**src/rtl/gray_pkg.sv**
```systemverilog
// Shared Gray-code helpers, legal width bounds and the end-of-range mode encoding.
package gray_pkg;

   localparam int unsigned GRAY_N_MIN = 2;
   localparam int unsigned GRAY_N_MAX = 32;

   typedef logic [GRAY_N_MAX-1:0] gray_word_t;

   typedef enum logic {
      MODE_WRAP = 1'b0,
      MODE_SAT  = 1'b1
   } mode_e;

   function automatic gray_word_t bin2gray(input gray_word_t b);
      return b ^ (b >> 1);
   endfunction

   // Each binary bit is the XOR of all Gray bits at or above it.
   function automatic gray_word_t gray2bin(input gray_word_t g);
      gray_word_t b;
      b = '0;
      for (int unsigned i = 0; i < GRAY_N_MAX; i++) begin
         b[i] = ^(g >> i);
      end
      return b;
   endfunction

endpackage

```
**src/rtl/gray_to_bin.sv**
```systemverilog
// Combinational prefix-XOR converter from an N-bit Gray code to binary.
module gray_to_bin #(
   parameter int N = 4
) (
   input  logic [N-1:0] gray,
   output logic [N-1:0] bin
);

   always_comb begin
      bin = '0;
      for (int unsigned i = 0; i < N; i++) begin
         bin[i] = ^(gray >> i);
      end
   end

endmodule

```
**src/rtl/gray_updn_counter.sv**
```systemverilog
// Up/down Gray counter with clear, load, wrap/saturate ends and a registered terminal-count flag.
// Define GRAY_UPDN_BIN_OUT_EN to add the registered binary output bin_out.
module gray_updn_counter
   import gray_pkg::*;
#(
   parameter int N        = 4,
   parameter int SATURATE = 0
) (
   input  logic         clk,
   input  logic         rst,
   input  logic         clk_en,
   input  logic         up,
   input  logic         clear,
   input  logic         load,
   input  logic [N-1:0] load_val,
   output logic [N-1:0] gray_out,
   output logic         tc
`ifdef GRAY_UPDN_BIN_OUT_EN
   ,
   output logic [N-1:0] bin_out
`endif
);

   localparam mode_e        MODE = (SATURATE != 0) ? MODE_SAT : MODE_WRAP;
   localparam logic [N-1:0] ONE  = N'(1);

   logic [N-1:0] bin;
   logic [N-1:0] bin_next;
   logic [N-1:0] load_bin;
   logic         tc_next;
   logic         at_max;
   logic         at_min;

   gray_to_bin #(.N(N)) u_load_conv (
      .gray (load_val),
      .bin  (load_bin)
   );

   assign at_max = (bin == '1);
   assign at_min = (bin == '0);

   // A count at a boundary always flags tc; only wrap mode actually moves.
   always_comb begin
      bin_next = bin;
      tc_next  = 1'b0;
      if (clear) begin
         bin_next = '0;
      end else if (load) begin
         bin_next = load_bin;
      end else if (clk_en) begin
         if (up) begin
            if (at_max) begin
               tc_next = 1'b1;
               if (MODE == MODE_WRAP) bin_next = '0;
            end else begin
               bin_next = bin + ONE;
            end
         end else begin
            if (at_min) begin
               tc_next = 1'b1;
               if (MODE == MODE_WRAP) bin_next = '1;
            end else begin
               bin_next = bin - ONE;
            end
         end
      end
   end

   always_ff @(posedge clk or posedge rst) begin
      if (rst) begin
         bin      <= '0;
         gray_out <= '0;
         tc       <= 1'b0;
      end else begin
         bin      <= bin_next;
         gray_out <= N'(bin2gray(gray_word_t'(bin_next)));
         tc       <= tc_next;
      end
   end

`ifdef GRAY_UPDN_BIN_OUT_EN
   assign bin_out = bin;
`endif

endmodule
```
**config.mk**
```make
export PLATFORM = sky130hd
export DESIGN_NAME = gray_updn_counter
export DESIGN_NICKNAME = d
export VERILOG_FILES = /design/src/rtl/gray_pkg.sv /design/src/rtl/gray_to_bin.sv /design/src/rtl/gray_updn_counter.sv
export SDC_FILE = /design/constraint.sdc
export NUM_CORES = 1
export LEC_CHECK = 0
export CAP_MARGIN = 0
export CORE_AREA = 2 2 39 41
export CTS_CLUSTER_DIAMETER = 30
export DETAILED_ROUTE_END_ITERATION = 10
export DIE_AREA = 0 0 41 43
export DONT_BUFFER_PORTS = 1
export SLEW_MARGIN = 0
export SYNTH_ARGS = -nofsm -noshare
export SYNTH_HDL_FRONTEND = slang
export SYNTH_SLANG_ARGS = --single-unit
```
**constraint.sdc**
```tcl
create_clock -name clk -period 1.8 [get_ports clk]
set_input_delay 0.54 -clock clk [delete_from_list [all_inputs] [get_ports clk]]
set_output_delay 0.54 -clock clk [all_outputs]
set_load 0.005 [all_outputs]
```
### Yosys cells after proc, flatten, opt, wreduce, memory -nomap -nowiden

Cells that the tools add are included.
Widths: inputs -> output; s select.

| operators by class | value |
|---|---|
| $add $sub $neg | 2 |
| equality and inequality tests | 1 |
| multiplexer cells | 12 |
| bitwise operators | 1 |
| reduce and logical (&&, ||, !) cells | 5 |

Operators with widths:

| kind | count |
|---|---|
| $mux 4 | 6 |
| $reduce_xor 4->1 | 4 |
| $mux 1 | 6 |
| $add 4x1->4 const B | 1 |
| $eq 4x4->1 const B | 1 |
| $logic_not 4->1 | 1 |
| $sub 4x1->4 const B | 1 |
| $xor 4x3->4 | 1 |

| word-level totals | value |
|---|---|
| register bits | 9 |
| input bits | 10 |

### Logic depth before layout (Yosys ltp)

Gate-level depths: netlist of the first run.

| depth | value |
|---|---|
| word-level depth | 7 |
| depth in mapped cells | 7 |
| depth with buffers taken out | 7 |

### Cells and area by module

From an unflattened synthesis of the first run, not the netlist that was laid out.

| unflattened totals | value |
|---|---|
| cell total of the unflattened synthesis | 56 |
| area, all modules | 551.8 um^2 |

By module, submodules not included:

| module | times used | cells an instance | area an instance (um^2) |
|---|---|---|---|
| gray_updn_counter | 1 | 51 | 501.7 |
| gray_to_bin | 1 | 5 | 50.0 |

### Least setup slack after synthesis of the first run

Ideal clock, no wire load.

| timing path | value |
|---|---|
| path kind | register to register |
| from | register bin[0] |
| to | register gray_out[0] |
| setup time | 0.119 ns |
| arrival time | 1.688 ns |
| required time | 1.681 ns |
| setup slack | -0.007 ns |
| cell stages (with the launch flop) | 8 |
| buffers on the path | 0 |
| cell sequence | dfrtp_1 > inv_2 > ha_1 > or4b_2 > a31oi_1 > a211oi_1 > xnor2_1 > nor2_1 |

| on the way | value |
|---|---|
| longest elaborated chain between the ends | 7 |
| elaborated cells between the ends (all ways) | 11 |
| those cells by class | 2 x add/sub; 1 x eq/ne; 6 x mux; 1 x bitwise; 1 x reduce/logical |

Ends and longest elaborated chain:

| what | RTL line | source |
|---|---|---|
| start, declared | gray_updn_counter.sv:27 | `logic [N-1:0] bin;` |
| start signal, assigned | gray_updn_counter.sv:75 | `bin <= bin_next;` |
| $sub 4x1->4 (tied with other cells) | gray_updn_counter.sv:63 | `bin_next = bin - ONE;` |
| $mux 4 (on tied branches) | gray_updn_counter.sv:59, gray_updn_counter.sv:52 |  |
| $mux 4 | gray_updn_counter.sv:51 | `if (up) begin` |
| $mux 4 * | gray_updn_counter.sv:50 | `end else if (clk_en) begin` |
| $mux 4 * | gray_updn_counter.sv:48 | `end else if (load) begin` |
| $mux 4 * | gray_updn_counter.sv:46 | `if (clear) begin` |
| $xor 4x3->4 * | gray_pkg.sv:15 | `return b ^ (b >> 1);` |
| end signal, assigned | gray_updn_counter.sv:76 | `gray_out <= N'(bin2gray(gray_word_t'(bin_next)));` |
| end, declared | gray_updn_counter.sv:16 | `output logic [N-1:0] gray_out,` |

Mark *: on every way between the ends. The rest lies on a longest branch, timed or not.

### Worst setup path after layout of the first run

| timing path | value |
|---|---|
| from | register bin[0] |
| to | register tc |

| on the way | value |
|---|---|
| longest elaborated chain between the ends | 6 |
| elaborated cells between the ends (all ways) | 8 |
| those cells by class | 1 x eq/ne; 6 x mux; 1 x reduce/logical |

Ends and longest elaborated chain:

| what | RTL line | source |
|---|---|---|
| $eq 4x4->1 / $logic_not 4->1 (equally long branches) | gray_updn_counter.sv:39, gray_updn_counter.sv:40 |  |
| $mux 1 (on tied branches) | gray_updn_counter.sv:52, gray_updn_counter.sv:59 |  |
| $mux 1 * | gray_updn_counter.sv:51 |  |
| $mux 1 * | gray_updn_counter.sv:50 |  |
| $mux 1 * | gray_updn_counter.sv:48 |  |
| $mux 1 * | gray_updn_counter.sv:46 |  |
| via tc_next | gray_updn_counter.sv:30 | `logic tc_next;` |
| end signal, assigned | gray_updn_counter.sv:77 | `tc <= tc_next;` |
| end, declared | gray_updn_counter.sv:17 | `output logic tc` |

Mark *: on every way through the listed nets, which the timed path passes. The rest lies on a longest branch.

==> results.txt, run 1 <==
Inst Count DP: 80
cell count after synthesis: 57
drt first pass iters: 4
initial antenna violation count: 0
Worst Tran Pin Value: 0.337 ns
global-route wire length before repair: 1890 µm
Hold Crit Class: input port to async pin
CP endpoint: tc
Synth Cell Area: 552 µm²
setup TNS: 0 ns
Initial Utilization: 39.9%
critical path type: flip-flop to flip-flop
Critical path origin: bin[0]
die width: 41 µm
Clock Latency Late Sink: 0.25 ns
final count of hold timing violations: 0
register bit total from synthesis: 8
detailed-route wire length: 1290 µm
R2R Setup Slk: 0.02 ns
Power Density: 722 nW/µm²
Commonest cells post-synth: dfrtp_1, xnor2_1, inv_1, nor2_1, a21oi_1
leakage: 0.327 nW
worst hold slack: 0.111 ns
total number of yosys warnings: 0
WP data arrival: 1.97 ns
placed cell area: 637 µm²
post-layout min period: 1.78 ns
CP startpoint kind: flip-flop
core area: 1380 µm²
status: finished, final reports clean
CTS tree: built
die area: 1760 µm²
unrepaired setup endpoints after global routing: yes
Reg-to-Reg End: tc
Worst Skew: 0.00981 ns
Residual DRC: 0
vias in the first global route: 492
largest net degree at the start of global routing: 12
CTS root buffer: clkbuf_4
EDFF count, synth: 0
f_max: 0.563 GHz
Avg Cell Area, Syn: 9.68 µm²
I/O Pins: 15
post-synthesis cell type count: 28
CTS Buf Count: 3
Slew Limit Fails: 0
Period Utilization, post-route: 98.7%
Reg clk slew, reported paths: 0.06 ns
GPL Wtd Cong: 0.694
Synth top area share: 36.3%
fin area: 754 µm²
Nets: 85
area grow syn2layout: 36.7%
CP endpoint kind: flip-flop
VDD IR max: 514 µV
required time worst endpoint: 2.00 ns
Max Buffers Root-to-Sink: 2
diode count: 0
top cells by area, synth: dfrtp_1, xnor2_1, mux2i_1, a221oi_4, ha_1
Die Y: 43 µm
total power: 545 µW
total gr overflow: 0
drt wl/cell: 14.8 µm
Final Setup Violations: 0
Reg2Reg Depth: 5
Synth Flop Type: dfrtp_1
Net Count, Synth: 69
max_cap viols: 0
DR iter-0 viols: 1
most frequent cell after synthesis: dfrtp_1
hpwl dp: 895 µm
Via Count: 469
total track usage: 16.2%
clock sink total: 8
Async SR Flop Fraction: 100%
post-synth top area cell: dfrtp_1
reg2reg start: bin[0]
Rel. slew slack: 77.3%
Final ANT Viol Nets: 0
H-tree Lvls: 1
via/cell ratio: 5.39
register area share after synthesis: 36.3%
row count: 14
Post-Layout Cell Count: 87
Crit Path Max Fanout: 4
# port buffers: 0
share of layout cells above drive strength 1: 42.3%
[flip-flops by register name, summed over array words and instances (netlist names)]
name / count
gray_out: 3
bin: 4
tc: 1
[repair_timing]
| item | CTS | global route |
|---|---|---|
| pin swaps | 2 | 7 |
| setup buffers | 0 | 4 |
| endpoints found under the hold margin | 0 | 0 |
| gates resized for setup | 2 | 13 |
| hold buffers | 0 | 0 |
| endpoints found under the setup margin | 2 | 3 |
[layout make-up]
type / instances / area [µm²]
fill: 134 / 629
multi-input combinational: 40 / 379
sequential: 8 / 201
timing repair buffer: 13 / 105
inverter: 7 / 26.3
clock buffer: 3 / 22.5
tap: 16 / 20.0
[worst min-delay path by stage]
stage               start          end  cells after the start
floorplan             rst       bin[0]                      1
global placement      rst  gray_out[2]                      1
detailed placement    rst  gray_out[2]                      1
CTS                   rst  gray_out[2]                      1
global route          rst           tc                      1
finish                rst  gray_out[2]                      1
[report_power, final]
part	internal, mW	total (mW)	switching [mW]	leakage, nW
combinational	0.106	0.193	0.0869	0.211
clock	0.0760	0.133	0.0570	0.0138
sequential	0.204	0.219	0.0155	0.102
[worst max-delay path, cell delays in order, from the launching register on]
cell and delay, ns:
dfrtp_2 0.43, inv_2 0.09, ha_4 0.13, or4b_4 0.49, a2111oi_2 0.42, buf_4 0.17
[logic make-up after synthesis]
logic type                 after synthesis  synth area share (%)
AOI/OAI and AO/OA                       15                  21.8
and+or+nand+nor                         13                  14.1
buffers and inverters                    9                  6.80
DFF                                      8                  36.3
xor gates and xnor gates                 7                  11.1
muxes                                    3                  5.44
adders and majority gates                2                  4.53
[cells in the final DEF (no fill, tap or decap), types with 2 or more instances in the layout]
cell	count
a21oi_1	3
buf_4	11
buf_6	2
clkbuf_4	3
dfrtp_1	7
ha_4	2
inv_1	4
inv_2	3
mux2i_1	3
nand3b_1	2
nor2_1	5
xnor2_1	6
[routing by layer]
layer | track usage [%] | routed length, µm
met1 | 18.4 | 485
met2 | 26.6 | 727
met3 | 5.24 | 64
met4 | 6.00 | 12
met5 | 0 | 0
[through the flow]
| stage | setup slack (ns) | utilization, % |
|---|---|---|
| 2_1_floorplan | 0.0297 | - |
| 3_5_place_dp | -0.0181 | 46.0 |
| 5_1_grt | -0.0545 | 54.5 |
| 3_3_place_gp | 0.00116 | 46.0 |
| 4_1_cts | 0.0176 | 47.9 |
| 6_report | 0.0238 | 54.5 |
(Power assumes the default switching activity.)
==> inputs of run 2 (changes only) <==
--- a/config.mk
+++ b/config.mk
@@ -6,10 +6,11 @@
 export NUM_CORES = 1
 export LEC_CHECK = 0
 export CAP_MARGIN = 0
-export CORE_AREA = 2 2 39 41
+export CORE_MARGIN = 1
+export CORE_UTILIZATION = 30
+export CTS_BUF_LIST = sky130_fd_sc_hd__clkbuf_2
 export CTS_CLUSTER_DIAMETER = 30
 export DETAILED_ROUTE_END_ITERATION = 10
-export DIE_AREA = 0 0 41 43
 export DONT_BUFFER_PORTS = 1
 export SLEW_MARGIN = 0
 export SYNTH_ARGS = -nofsm -noshare
==> run 2 against run 1 <==
Effect of this change: critical path depth is 2 higher; sequential power is 2% lower; register-to-register slack worse by 0.02 ns; critical endpoint is now gray_out[2]; via count is 3.0% lower; count of clock-buffer cells in the layout stayed put; critical path type unchanged; clock power is 21% lower.
==> results.txt, run 2 (synthesis gave the netlist of run 1 again) <==
drt wl/cell: 11.9 µm (-20%)
global-route wire length before repair: 1810 µm (-4.4%)
die width: 44.9 µm (+9.5%)
die area: 2010 µm² (+14%)
R2R Setup Slk: 0.007 ns (-0.02 ns)
hpwl dp: 907 µm (+1.4%)
share of layout cells above drive strength 1: 32.8% (-9.4 points)
post-layout min period: 1.79 ns (+0.0166 ns)
Hold Crit Class: input port to async pin
diode count: 0 (unchanged)
status: finished, final reports clean
largest net degree at the start of global routing: 12 (unchanged)
CTS tree: built
leakage: 0.302 nW (-7.7%)
unrepaired setup endpoints after global routing: yes
Final ANT Viol Nets: 0 (unchanged)
Worst Tran Pin Value: 0.361 ns (+0.0237 ns)
flip-flop count of the largest register, all copies and words added: 4 (unchanged)
placed cell area: 641 µm² (+0.59%)
core area: 1730 µm² (+25%)
Max Buffers Root-to-Sink: 2 (unchanged)
CTS Hold Bufs: 0 (unchanged)
row count: 15 (+1)
Crit Path Max Fanout: 4 (unchanged)
Power Density: 704 nW/µm² (-2.6%)
final count of hold timing violations: 0 (unchanged)
Via Count: 455 (-3.0%)
Residual DRC: 0 (unchanged)
Reg clk slew, reported paths: 0.08 ns (+0.02 ns)
Period Utilization, post-route: 99.6% (+0.92 points)
total gr overflow: 0 (unchanged)
Critical path origin: bin[1]
CP endpoint kind: flip-flop
reg2reg start: bin[1]
area grow syn2layout: 23.8%
max_cap viols: 0 (unchanged)
commonest non-fill, non-tap cell in the layout: buf_4
clock sink total: 8 (unchanged)
detailed-route wire length: 1090 µm (-15%)
Initial Utilization: 32.0% (-7.9 points)
CTS root buffer: clkbuf_2
CTS Buf Count: 3 (unchanged)
drt first pass iters: 4 (unchanged)
vias in the first global route: 461 (-6.3%)
Final Setup Violations: 0 (unchanged)
initial antenna violation count: 0 (unchanged)
f_max: 0.558 GHz (-0.92%)
Nets: 81 (-4.7%)
total track usage: 12.7% (-3.4 points)
DR iter-0 viols: 14 (+13)
register bank with the most flops: bin
WP data arrival: 1.94 ns (-0.03 ns)
GPL Wtd Cong: 0.775 (+12%)
VDD IR max: 453 µV (-12%)
fin area: 683 µm² (-9.5%)
critical path type: flip-flop to flip-flop
Die Y: 44.9 µm (+4.4%)
most frequent cells in the layout: buf_4, dfrtp_1, xnor2_1
via/cell ratio: 4.95 (-8.3%)
biggest regs: bin x4, gray_out x3, tc x1
H-tree Lvls: 1 (unchanged)
Worst Skew: 0.000574 ns (-0.00924 ns)
Slew Limit Fails: 0 (unchanged)
required time worst endpoint: 1.95 ns (-0.05 ns)
Clock Latency Late Sink: 0.23 ns (-0.02 ns)
I/O Pins: 15 (unchanged)
Rel. slew slack: 75.8% (-1.6 points)
worst hold slack: 0.125 ns (+0.0143 ns)
# port buffers: 0 (unchanged)
CP startpoint kind: flip-flop
-- run 2: cell types whose count changed in the layout (fill, tap and decap cells not counted), moves of 2 or more --
cell / previous run / this run
clkbuf_2: 0 / 3
clkbuf_4: 3 / 0
buf_4: 11 / 9
buf_6: 2 / 0
ha_4: 2 / 0
-- run 2: path summary, 6_finish.rpt --
| path | end | cells after the start |
|---|---|---|
| max in group asynchronous | gray_out[2] | 1 |
| setup / recovery | gray_out[2] | 7 |
| hold reg to reg | tc | 4 |
| min in group clk | bin[0] | 1 |
| setup reg to reg | gray_out[2] | 7 |
| hold / removal | bin[2] | 1 |
-- run 2: what timing repair did --
action | 4_1_cts | 5_1_grt
pin swaps | 0 | 3
setup buffers | 0 | 1
setup endpoints to repair | 2 | 3
hold endpoints to repair | 0 | 0
resized for setup | 1 | 4
-- run 2: where the power goes --
part,total (mW),internal (mW),switching [mW]
clock,0.105,0.0455,0.0599
combinational,0.160,0.0843,0.0761
sequential,0.215,0.202,0.0125
-- run 2: critical path: stages (launching register included) --
cell	delay (ns)
dfrtp_1	0.38
buf_4	0.15
ha_2	0.19
a21oi_2	0.10
o21ai_0	0.08
a311o_1	0.37
a221oi_4	0.30
xnor2_1	0.16
-- run 2: layout make-up --
| cell class | count | area, µm² |
|---|---|---|
| fill | 183 | 1040 |
| clock buffer | 3 | 15.0 |
| tap | 25 | 31.3 |
| sequential | 8 | 200 |
| inverter | 7 | 26.3 |
| multi-input combinational | 40 | 343 |
| timing repair buffer | 9 | 67.6 |
-- run 2: routing by layer --
metal  global-route usage, %  wire [µm]  vias to the layer above
met4                    8.48         21                        0
met2                    21.2        528                       13
met5                       0          0                        -
met1                    15.1        488                      214
met3                    2.00         53                        4
li1                        -          -                      224
-- run 2: stage by stage --
| stage | utilization [%] | TNS (ns) | total power, mW | worst slack, ns | instances |
|---|---|---|---|---|---|
| 5_1_grt | 39.6 | -0.264 | 0.508 | -0.0783 | 92 |
| 2_1_floorplan | - | 0 | 0.329 | 0.0297 | 57 |
| 4_1_cts | 38.0 | -0.0433 | 0.472 | -0.0433 | 91 |
| 3_5_place_dp | 37.1 | -0.0215 | 0.371 | -0.0198 | 88 |
| 3_3_place_gp | 37.1 | -0.0104 | 0.369 | -0.0104 | 88 |
| 6_report | 39.6 | 0 | 0.481 | 0.00726 | 92 |
==> inputs of run 3 (changes only) <==
--- a/config.mk
+++ b/config.mk
@@ -12,6 +12,7 @@
 export CTS_CLUSTER_DIAMETER = 30
 export DETAILED_ROUTE_END_ITERATION = 10
 export DONT_BUFFER_PORTS = 1
+export PLACE_DENSITY = 0.45
 export SLEW_MARGIN = 0
 export SYNTH_ARGS = -nofsm -noshare
 export SYNTH_HDL_FRONTEND = slang
==> run 3 against run 2 <==
Effect of this change: the flow now finishes with violations (setup timing); maximum frequency fell by 1.4%; highest routed layer unchanged; global-route usage rose by 1.3 points; hold slack improved by 0.011 ns; register-to-register slack got worse by 0.03 ns.
==> results.txt, run 3 (synthesis gave the netlist of run 1 again) <==
H-tree Lvls: 1 (unchanged)
CP startpoint kind: flip-flop
CP max stage delay: 0.46 ns (+0.08 ns)
Via Count: 477 (+4.8%)
share of layout cells above drive strength 1: 35.7% (+2.9 points)
PnR worst setup slack: -0.0189 ns (-0.0261 ns)
die width: 44.9 µm (unchanged)
Clock Latency Late Sink: 0.23 ns (about the same)
Residual DRC: 0 (unchanged)
Post-Layout Cell Count: 95 (+3.3%)
Util after Layout: 41.3% (+1.7 points)
initial antenna violation count: 0 (unchanged)
CTS Buf Count: 3 (unchanged)
commonest non-fill, non-tap cell in the layout: buf_4
diode count: 0 (unchanged)
required time worst endpoint: 1.91 ns (-0.04 ns)
register bank with the most flops: bin
met3 usage: 5.60% (+3.6 points)
biggest regs: bin x4, gray_out x3, tc x1
Initial Utilization: 32.0% (unchanged)
unrepaired setup endpoints after global routing: yes
failing checks: setup timing
flip-flop count of the largest register, all copies and words added: 4 (unchanged)
FF+latch area: 200 µm² (unchanged)
CP endpoint kind: flip-flop
f_max: 0.550 GHz (-1.4%)
CTS root buffer: clkbuf_2
CTS Hold Bufs: 0 (unchanged)
via/cell ratio: 5.02 (+1.5%)
GPL Wtd Cong: 0.740 (-4.5%)
setup TNS: -0.0214 ns (-0.0214 ns)
WP data arrival: 1.93 ns (about the same)
drt first pass iters: 2 (-2)
Final ANT Viol Nets: 0 (unchanged)
Worst Tran Pin Value: 0.397 ns (+0.0363 ns)
drt wl/cell: 12.9 µm (+8.5%)
clock sink total: 8 (unchanged)
CP cell instances: inv_2 -> or4_1 -> a311o_1 -> a221oi_4 -> xnor2_1
met1 Resource Use GR: 15.8% (+0.67 points)
Reg clk slew, reported paths: 0.07 ns (about the same)
max_cap viols: 0 (unchanged)
core area: 1730 µm² (unchanged)
final count of hold timing violations: 0 (unchanged)
largest net degree at the start of global routing: 12 (unchanged)
Period Utilization, post-route: 101% (+1.5 points)
area of the multi-input gates: 350 µm² (+2.2%)
FILL cells: 181 (-1.1%)
total track usage: 14.0% (+1.3 points)
WP buf/inv: 1 (unchanged)
global-route wire length before repair: 1990 µm (+10%)
most frequent cells in the layout: buf_4, dfrtp_1, xnor2_1
Slowest cell on crit path: or4_1
Rel. slew slack: 73.3% (-2.4 points)
leakage: 0.318 nW (+5.5%)
post-layout min period: 1.82 ns (+0.0261 ns)
Nets: 84 (+3.7%)
total gr overflow: 0 (unchanged)
area grow syn2layout: 29.3%
grt met2 use: 23.5% (+2.4 points)
row count: 15 (unchanged)
Crit path max-delay family: compound AO/OA/AOI/OAI gates
status: complete, but fails checks
die area: 2010 µm² (unchanged)
Hold Crit Class: input port to async pin
vias in the first global route: 485 (+5.2%)
Max Buffers Root-to-Sink: 2 (unchanged)
# port buffers: 0 (unchanged)
Crit Path Max Fanout: 4 (unchanged)
Inst Count DP: 90 (+2.3%)
Power Density: 685 nW/µm² (-2.7%)
VDD IR max: 461 µV (+1.9%)
DR iter-0 viols: 7 (-7)
Final Setup Violations: 2 (+2)
critical path type: flip-flop to flip-flop
gr busiest metal: met2
CTS tree: built
Slew Limit Fails: 0 (unchanged)
Worst Skew: 0.00463 ns (+0.00405 ns)
detailed-route wire length: 1220 µm (+12%)
Die Y: 44.9 µm (unchanged)
total power: 488 µW (+1.6%)
I/O Pins: 15 (unchanged)
==> run 3: cell types whose count changed in the layout (fill, tap and decap cells not counted), sizes merged <==
cell / delta
buf: +3
==> run 3: layout make-up <==
cell class / instances / share of cell area (%)
Multi-Input combinational cell: 40 / 49.1
Sequential cell: 8 / 28.1
Timing Repair Buffer: 12 / 12.6
Tap cell: 25 / 4.39
Inverter: 7 / 3.68
Clock buffer: 3 / 2.11
==> run 3: power breakdown <==
| part | switching, mW | internal [mW] | total (mW) |
|---|---|---|---|
| logic | 0.0783 | 0.0923 | 0.171 |
| clock network | 0.0560 | 0.0454 | 0.101 |
| registers | 0.0137 | 0.203 | 0.216 |
==> run 3: metal layers <==
| metal | part of all wire, % | routed length [µm] |
|---|---|---|
| met1 | 43 | 521 |
| met2 | 51 | 624 |
| met3 | 5.2 | 63 |
| met4 | 0.98 | 12 |
| met5 | 0 | 0 |
==> run 3: final timing paths <==
path	from	cells after the start	end	slack, ns
worst max register to register	bin[0]	5	gray_out[2]	-0.02
min in group clk	clear	1	bin[0]	0.37
worst min register to register	bin[2]	4	tc	0.84
max in group asynchronous	rst	1	gray_out[0]	1.43
worst max-delay path	bin[0]	5	gray_out[2]	-0.02
worst min-delay path	rst	1	gray_out[1]	0.14
==> run 3: what timing repair did <==
action / 4_1_cts / 5_1_grt
endpoints found under the setup margin: 1 / 4
endpoints found under the hold margin: 0 / 0
gates resized for setup: 1 / 5
pin swaps: 0 / 4
setup buffers: 0 / 2
==> run 3: worst register-to-register path, cell delays in order, from the launching register on <==
cell,delay [ns]
dfrtp_1,0.41
inv_2,0.05
or4_1,0.46
a311o_1,0.40
a221oi_4,0.29
xnor2_1,0.10
==> run 3: through the flow <==
stage	hold WS, ns	area (µm²)	worst slack (ns)
6_report	0.136	713	-0.0189
5_1_grt	0.139	713	-0.0959
4_1_cts	0.127	672	0.00214
3_5_place_dp	0.395	656	-0.0217
3_3_place_gp	0.396	656	-0.0149
2_1_floorplan	0.356	561	0.0297
